$ cat src/rtl/decoder_seq_ctrl.sv
// Sequencer for the constant-weight decoder: loads N_WORDS symbols, kicks the decoder,
// packs its serial output into bytes and hands them downstream through a show-ahead FIFO.
module decoder_seq_ctrl #(
    parameter int WORD_W     = 10,
    parameter int N_WORDS    = 38,
    parameter int FIFO_DEPTH = 4
) (
    input  logic              clk,
    input  logic              rst_b,
    input  logic              abort,
    input  logic              in_valid,
    input  logic [WORD_W-1:0] in_word,
    output logic              in_ready,
    output logic              dec_wr_en,
    output logic [WORD_W-1:0] dec_msg_byte,
    output logic              dec_start,
    input  logic              dec_bin_msg,
    input  logic              dec_msg_rdy,
    input  logic              dec_msg_done,
    output logic              out_valid,
    output logic [7:0]        out_byte,
    input  logic              out_ready,
    output logic              busy,
    output logic              done,
    output logic              err_overflow,
    output logic [15:0]       bit_total
);
    localparam int WCW = $clog2(N_WORDS);
    localparam int AW  = $clog2(FIFO_DEPTH);

    typedef enum logic [2:0] {S_IDLE, S_LOAD, S_START, S_RUN, S_FLUSH, S_DRAIN} state_t;

    state_t                       state_q, state_d;
    logic [WCW-1:0]               word_cnt_q, word_cnt_d;
    logic [2:0]                   bit_cnt_q, bit_cnt_d;
    logic [7:0]                   shreg_q, shreg_d;
    logic [15:0]                  bit_total_q, bit_total_d;
    logic                         wr_en_q, wr_en_d;
    logic [WORD_W-1:0]            msg_q, msg_d;
    logic                         start_q, start_d;
    logic                         push_q, push_d;
    logic [7:0]                   push_byte_q, push_byte_d;
    logic                         err_q, err_d;
    logic [AW:0]                  wr_ptr_q, wr_ptr_d, rd_ptr_q, rd_ptr_d;
    logic [FIFO_DEPTH-1:0][7:0]   mem_q, mem_d;
    logic                         fifo_empty, fifo_full, pop;

    assign fifo_empty = (wr_ptr_q == rd_ptr_q);
    assign fifo_full  = (wr_ptr_q[AW] != rd_ptr_q[AW]) && (wr_ptr_q[AW-1:0] == rd_ptr_q[AW-1:0]);
    assign pop        = !fifo_empty && out_ready;

    always_comb begin
        state_d     = state_q;
        word_cnt_d  = word_cnt_q;
        bit_cnt_d   = bit_cnt_q;
        shreg_d     = shreg_q;
        bit_total_d = bit_total_q;
        wr_en_d     = 1'b0;
        msg_d       = msg_q;
        start_d     = 1'b0;
        push_d      = 1'b0;
        push_byte_d = push_byte_q;
        err_d       = err_q;
        wr_ptr_d    = wr_ptr_q;
        rd_ptr_d    = rd_ptr_q;
        mem_d       = mem_q;
        done        = 1'b0;

        // A push into a full FIFO only survives if the head leaves in the same cycle.
        if (pop)
            rd_ptr_d = rd_ptr_q + 1'b1;
        if (push_q) begin
            if (!fifo_full || pop) begin
                mem_d[wr_ptr_q[AW-1:0]] = push_byte_q;
                wr_ptr_d = wr_ptr_q + 1'b1;
            end else begin
                err_d = 1'b1;
            end
        end

        case (state_q)
            S_IDLE: state_d = S_LOAD;
            S_LOAD: begin
                if (in_valid) begin
                    msg_d   = in_word;
                    wr_en_d = 1'b1;
                    if (word_cnt_q == WCW'(N_WORDS - 1)) begin
                        word_cnt_d = '0;
                        state_d    = S_START;
                    end else begin
                        word_cnt_d = word_cnt_q + WCW'(1);
                    end
                end
            end
            S_START: begin
                start_d     = 1'b1;
                bit_total_d = '0;
                bit_cnt_d   = '0;
                state_d     = S_RUN;
            end
            S_RUN: begin
                if (dec_msg_rdy) begin
                    shreg_d   = {shreg_q[6:0], dec_bin_msg};
                    bit_cnt_d = bit_cnt_q + 3'd1;
                    if (bit_total_q != 16'hFFFF)
                        bit_total_d = bit_total_q + 16'd1;
                    if (bit_cnt_q == 3'd7) begin
                        push_d      = 1'b1;
                        push_byte_d = shreg_d;
                    end
                end
                if (dec_msg_done)
                    state_d = (bit_cnt_d == 3'd0) ? S_DRAIN : S_FLUSH;
            end
            S_FLUSH: begin
                push_d      = 1'b1;
                push_byte_d = shreg_q << (4'd8 - {1'b0, bit_cnt_q});
                bit_cnt_d   = '0;
                state_d     = S_DRAIN;
            end
            S_DRAIN: begin
                // A byte still in flight to the FIFO counts as not drained.
                if (fifo_empty && !push_q) begin
                    done    = 1'b1;
                    state_d = S_LOAD;
                end
            end
            default: state_d = S_IDLE;
        endcase

        if (abort) begin
            state_d     = S_LOAD;
            word_cnt_d  = '0;
            bit_cnt_d   = '0;
            bit_total_d = bit_total_q;
            err_d       = 1'b0;
            wr_en_d     = 1'b0;
            start_d     = 1'b0;
            push_d      = 1'b0;
            wr_ptr_d    = '0;
            rd_ptr_d    = '0;
            done        = 1'b0;
        end
    end

    always_ff @(posedge clk or posedge rst_b) begin
        if (rst_b) begin
            state_q     <= S_IDLE;
            word_cnt_q  <= '0;
            bit_cnt_q   <= '0;
            shreg_q     <= '0;
            bit_total_q <= '0;
            wr_en_q     <= 1'b0;
            msg_q       <= '0;
            start_q     <= 1'b0;
            push_q      <= 1'b0;
            push_byte_q <= '0;
            err_q       <= 1'b0;
            wr_ptr_q    <= '0;
            rd_ptr_q    <= '0;
            mem_q       <= '0;
        end else begin
            state_q     <= state_d;
            word_cnt_q  <= word_cnt_d;
            bit_cnt_q   <= bit_cnt_d;
            shreg_q     <= shreg_d;
            bit_total_q <= bit_total_d;
            wr_en_q     <= wr_en_d;
            msg_q       <= msg_d;
            start_q     <= start_d;
            push_q      <= push_d;
            push_byte_q <= push_byte_d;
            err_q       <= err_d;
            wr_ptr_q    <= wr_ptr_d;
            rd_ptr_q    <= rd_ptr_d;
            mem_q       <= mem_d;
        end
    end

    assign in_ready     = (state_q == S_LOAD);
    assign dec_wr_en    = wr_en_q;
    assign dec_msg_byte = msg_q;
    assign dec_start    = start_q;
    assign out_valid    = !fifo_empty;
    assign out_byte     = fifo_empty ? 8'h00 : mem_q[rd_ptr_q[AW-1:0]];
    assign busy         = (state_q != S_IDLE && state_q != S_LOAD) || (word_cnt_q != '0);
    assign err_overflow = err_q;
    assign bit_total    = bit_total_q;
endmodule

$ cat config.mk
export PLATFORM = sky130hd
export DESIGN_NAME = decoder_seq_ctrl
export DESIGN_NICKNAME = d
export VERILOG_FILES = /design/src/rtl/decoder_seq_ctrl.sv
export SDC_FILE = /design/constraint.sdc
export NUM_CORES = 1
export LEC_CHECK = 0
export ABC_AREA = 0
export BUFFER_PORTS_ARGS = -buffer_cell sky130_fd_sc_hd__clkbuf_2
export CORE_MARGIN = 2
export CORE_UTILIZATION = 50
export DETAILED_ROUTE_END_ITERATION = 12
export GPL_TIMING_DRIVEN = 1
export PLACE_DENSITY_LB_ADDON = 0.25
export SLEW_MARGIN = 20
export SYNTH_ARGS = -nofsm -noshare
export SYNTH_HDL_FRONTEND = slang
export SYNTH_SLANG_ARGS = --single-unit
export TNS_END_PERCENT = 5
$ cat constraint.sdc
create_clock -name clk -period 4.95 [get_ports clk]
set_input_delay 0.99 -clock clk [delete_from_list [all_inputs] [get_ports clk]]
set_output_delay 0.99 -clock clk [all_outputs]
set_load 0.005 [all_outputs]
==> metrics.cfg <==
[sta]
timing.max_slew.rel_slack = 0.4909
rsz0062_at_grt = false
fmax_mhz = 311.9
timing_worst_slew_pin_value_ps = 762.8
worst_clock_skew_ps = 20.69
timing.final.ws_setup_ps = 1744
setup_viol = 0
setup-tns-final_ps = 0
final_min_period_over_clock_period = 0.6477
slew_viol_final = 0
timing.final.hold_violations = 0
worst_hold_slack_ps = 497.9
period_needed_ps = 3206

[power_and_ir_drop]
switching_power_mw = 0.3402
relative_contribution_of_combinational_cells_to_total_power = 0.046
switching_share = 0.2513
clock_power_share = 0.362
pwr_density_cell_nw_per_um2 = 245.6
power.sequential.fraction = 0.593
internal_power_mw = 1.014
irDropWorstVdd_v = 0.0001195
leakage_nw = 2.640
post-layout-total-power_mw = 1.354

[clocking]
cts.sinks = 96
postCtsSetupBuffers = 0
clkLatencyLatePin_ps = 370
ctsLongestPathBuffers = 2
worst_setup_hold_path_clk_slew_ps = 90
cts_tree = built
cts-buffers-inserted = 9
cts_hold_buf = 0
cts-root-buf = sky130_fd_sc_hd__clkbuf_8
cts_max_level = 3
cts-resized-gates = 0

[global_routing]
grt.met1_usage = 0.2736
antenna_violations_before_repair = 0
use_met3 = 0.03461
wire_length_of_the_first_global_routing_pass_um = 17100
vias_in_the_first_global_route = 3546
overflow = 0
most_heavily_used_metal_layer_in_global_routing = met2
groute.usage.overall = 0.1920
grt_max_degree = 52
grtUsageMet2 = 0.3027

[logic_synthesis]
count_of_flip_flops_with_a_built_in_enable_after_synthesis = 0
synth_top_family_by_area = simple AND/OR/NAND/NOR gates
synth.net_count = 489
synth_warnings = 0
synth_area_per_cell_um2 = 10.83
fraction_of_the_mapped_netlist_area_in_compound_gates = 0.1095
synth_simple_gate_area_frac = 0.1666
synth-seq-area-share = 0.4833
post_synth_mux_area_share = 0.1588
synthesis.instances = 459
post_synth_instance_area_um2 = 4971
synthXorXnorAreaFrac = 0.01913
synth_adder_area_share = 0.03020
synth.ff_latch_count = 96
synth_flop_cell = sky130_fd_sc_hd__dfrtp_1
netlist-cell-type-count = 59
ys_async_sr_fraction = 1.000

[placed_design]
dpl_cell_area_um2 = 5328
place_worst_setup_slack_ps = 2104
place_inst = 631
dp_hpwl_um = 6742
buffer_ports.inserted = 58
weighted_congestion_reported_at_the_end_of_routability_driven_placement = 0.8006

[final_layout]
mostFrequentLayoutCell = sky130_fd_sc_hd__dfrtp_1
final.fill_count = 874
seqCellArea_um2 = 2402
final_net_count = 539
multi_input_comb_area_um2 = 2407
final_layout_size_suffix_gt1_frac = 0.2763
finish.instance_area_um2 = 5512
final_core_utilization = 0.5665
diodes = 0
number_of_cells_in_the_finished_layout_apart_from_fillers = 647
final_cell_mix = sky130_fd_sc_hd__dfrtp_1, sky130_fd_sc_hd__clkbuf_2, sky130_fd_sc_hd__nand2_1, sky130_fd_sc_hd__mux2_2, sky130_fd_sc_hd__nor2_1
growth_of_design_area_from_synthesis_to_finish_pct = 10.87

[worst_setup_path]
setup.worst_path.start = rd_ptr_q[0]$_DFFE_PP0P_
critical_path.max_fanout = 11
critical_path_top_delay_cell = sky130_fd_sc_hd__dfrtp_1
cp_num_buf_inv = 1
timing.critical_path.slowest_cell_delay_ps = 610
timing_worst_setup_path_type = flop to output port
r2r-start = state_q[0]$_DFFE_PP0P_
required_ps = 3960
worst_setup_path_end_kind = output port
critPathTopFamily = simple AND/OR/NAND/NOR gates
crit_chain = xnor2_1 -> nand2_1 -> nor2_1 -> nand3_1 -> nor3_1 -> clkbuf_2
worst_ep_arrival_time_ps = 2220
critPathLaunchType = flop

[route]
drc = 0
drt-initial-drc-count = 124
route.detailed.vias_per_inst = 5.524
firstDrtPassIters = 4
route.vias.total = 3574
route.antenna.remaining_nets = 0
drt-wirelength-per-cell_um = 14.95
wl_um = 9671

[floorplanning]
dieArea_um2 = 10760
core_area_um2 = 9729
die_height_um = 103.7
io_pins = 59
die_w_um = 103.7
floorplan.initialDensity = 0.5109
placement_rows = 36

[hold_path]
worst_hold_path_type = flop to flop
hold_path.startpoint = shreg_q[7]$_DFFE_PP0P_

[job]
count_of_maximum_capacitance_violations = 0

[status]
outcome = finished, final reports clean

==> worst reg2reg max path, stage by stage, from the launching register on <==
cell and delay (ps):
sky130_fd_sc_hd__dfrtp_1 670, sky130_fd_sc_hd__nand3b_1 570, sky130_fd_sc_hd__nor2_1 720, sky130_fd_sc_hd__a21oi_1 310, sky130_fd_sc_hd__a221oi_1 300, sky130_fd_sc_hd__nor2_1 60
==> synthesized netlist by cell type (2+ instances only) <==
| cell type | instances | share of area |
|---|---|---|
| sky130_fd_sc_hd__nor2_1 | 41 | 0.031 |
| sky130_fd_sc_hd__o31ai_1 | 15 | 0.023 |
| sky130_fd_sc_hd__xnor2_1 | 5 | 0.0088 |
| sky130_fd_sc_hd__xor2_1 | 4 | 0.0070 |
| sky130_fd_sc_hd__and3_1 | 7 | 0.0088 |
| sky130_fd_sc_hd__a21o_1 | 2 | 0.0030 |
| sky130_fd_sc_hd__o21ai_1 | 6 | 0.0060 |
| sky130_fd_sc_hd__mux2i_1 | 8 | 0.016 |
| sky130_fd_sc_hd__or3_1 | 2 | 0.0025 |
| sky130_fd_sc_hd__mux4_1 | 3 | 0.016 |
| sky130_fd_sc_hd__a21oi_1 | 14 | 0.014 |
| sky130_fd_sc_hd__nand2_1 | 48 | 0.036 |
| sky130_fd_sc_hd__nor2b_1 | 7 | 0.0088 |
| sky130_fd_sc_hd__nand3_1 | 15 | 0.015 |
| sky130_fd_sc_hd__dfrtp_1 | 96 | 0.48 |
| sky130_fd_sc_hd__nor2_2 | 2 | 0.0025 |
| sky130_fd_sc_hd__ha_1 | 12 | 0.030 |
| sky130_fd_sc_hd__nand3b_1 | 4 | 0.0060 |
| sky130_fd_sc_hd__nand4_1 | 2 | 0.0025 |
| sky130_fd_sc_hd__buf_6 | 2 | 0.0045 |
| sky130_fd_sc_hd__o21ai_0 | 24 | 0.024 |
| sky130_fd_sc_hd__nand2_2 | 3 | 0.0038 |
| sky130_fd_sc_hd__inv_1 | 14 | 0.011 |
| sky130_fd_sc_hd__and2_1 | 10 | 0.013 |
| sky130_fd_sc_hd__or3b_2 | 2 | 0.0035 |
| sky130_fd_sc_hd__mux4_2 | 6 | 0.027 |
| sky130_fd_sc_hd__buf_2 | 6 | 0.0060 |
| sky130_fd_sc_hd__nand2b_1 | 4 | 0.0050 |
| sky130_fd_sc_hd__nor3_1 | 5 | 0.0050 |
| sky130_fd_sc_hd__a221oi_1 | 3 | 0.0053 |
| sky130_fd_sc_hd__mux2_2 | 43 | 0.097 |
| sky130_fd_sc_hd__clkbuf_1 | 9 | 0.0068 |
| sky130_fd_sc_hd__buf_4 | 3 | 0.0045 |
| sky130_fd_sc_hd__a31oi_1 | 6 | 0.0076 |
| sky130_fd_sc_hd__a41oi_1 | 2 | 0.0035 |
==> final cells by class <==
cell class | count | share of cell area
repair buffers | 59 | 0.05403
inverters | 14 | 0.009762
well taps | 133 | 0.03019
multi-input cells | 329 | 0.4368
flip-flops and latches | 96 | 0.4359
clock inverters | 7 | 0.01090
clock buffers | 9 | 0.02247
==> final timing paths <==
path | to | slack, ps | depth (start not counted)
max | done | 1740 | 6
min | shreg_q[7]$_DFFE_PP0P_ | 500 | 2
max reg2reg | push_byte_q[1]$_DFFE_PP0P_ | 2210 | 5
min reg2reg | shreg_q[7]$_DFFE_PP0P_ | 500 | 2
max in group asynchronous | mem_q[19]$_DFFE_PP0P_ | 3130 | 3
min in group asynchronous | dec_msg_byte[5]$_DFFE_PP0P_ | 710 | 2
==> layer usage <==
| layer | vias to the layer above | wire length [µm] |
|---|---|---|
| met1 | 1760 | 4746 |
| met2 | 68 | 4531 |
| met5 | - | 0 |
| li1 | 1741 | - |
| met4 | 0 | 55 |
| met3 | 5 | 337 |
==> flip-flops by register name (all words and copies together), names as in the netlist, 3 cells and up <==
signal / cells
bit_cnt_q: 3
bit_total: 16
dec_msg_byte: 10
mem_q: 32
push_byte_q: 8
rd_ptr_q: 3
shreg_q: 8
state_q: 3
word_cnt_q: 6
wr_ptr_q: 3
==> cell families (layout without fill, tap and decap cells) <==
group                    Yosys count  count (layout)
AO/OA/AOI/OAI                     83              83
XOR/XNOR                          10              10
adder cells (fa/ha/maj)           12              12
buffers and inverters             34              89
flip-flops                        96              96
multiplexers                      61              61
AND/OR/NAND/NOR                  163             163
==> power by group through the flow <==
stage | Clock, mW | Combinational [mW] | Sequential, mW
after floorplan | 0 | 0.0352 | 0.817
after global placement | 0 | 0.0623 | 0.817
after detailed placement | 0 | 0.0635 | 0.817
after CTS | 0.503 | 0.0640 | 0.802
after global routing | 0.547 | 0.0715 | 0.804
final | 0.490 | 0.0618 | 0.802
Power figures use the tool's default switching activity.
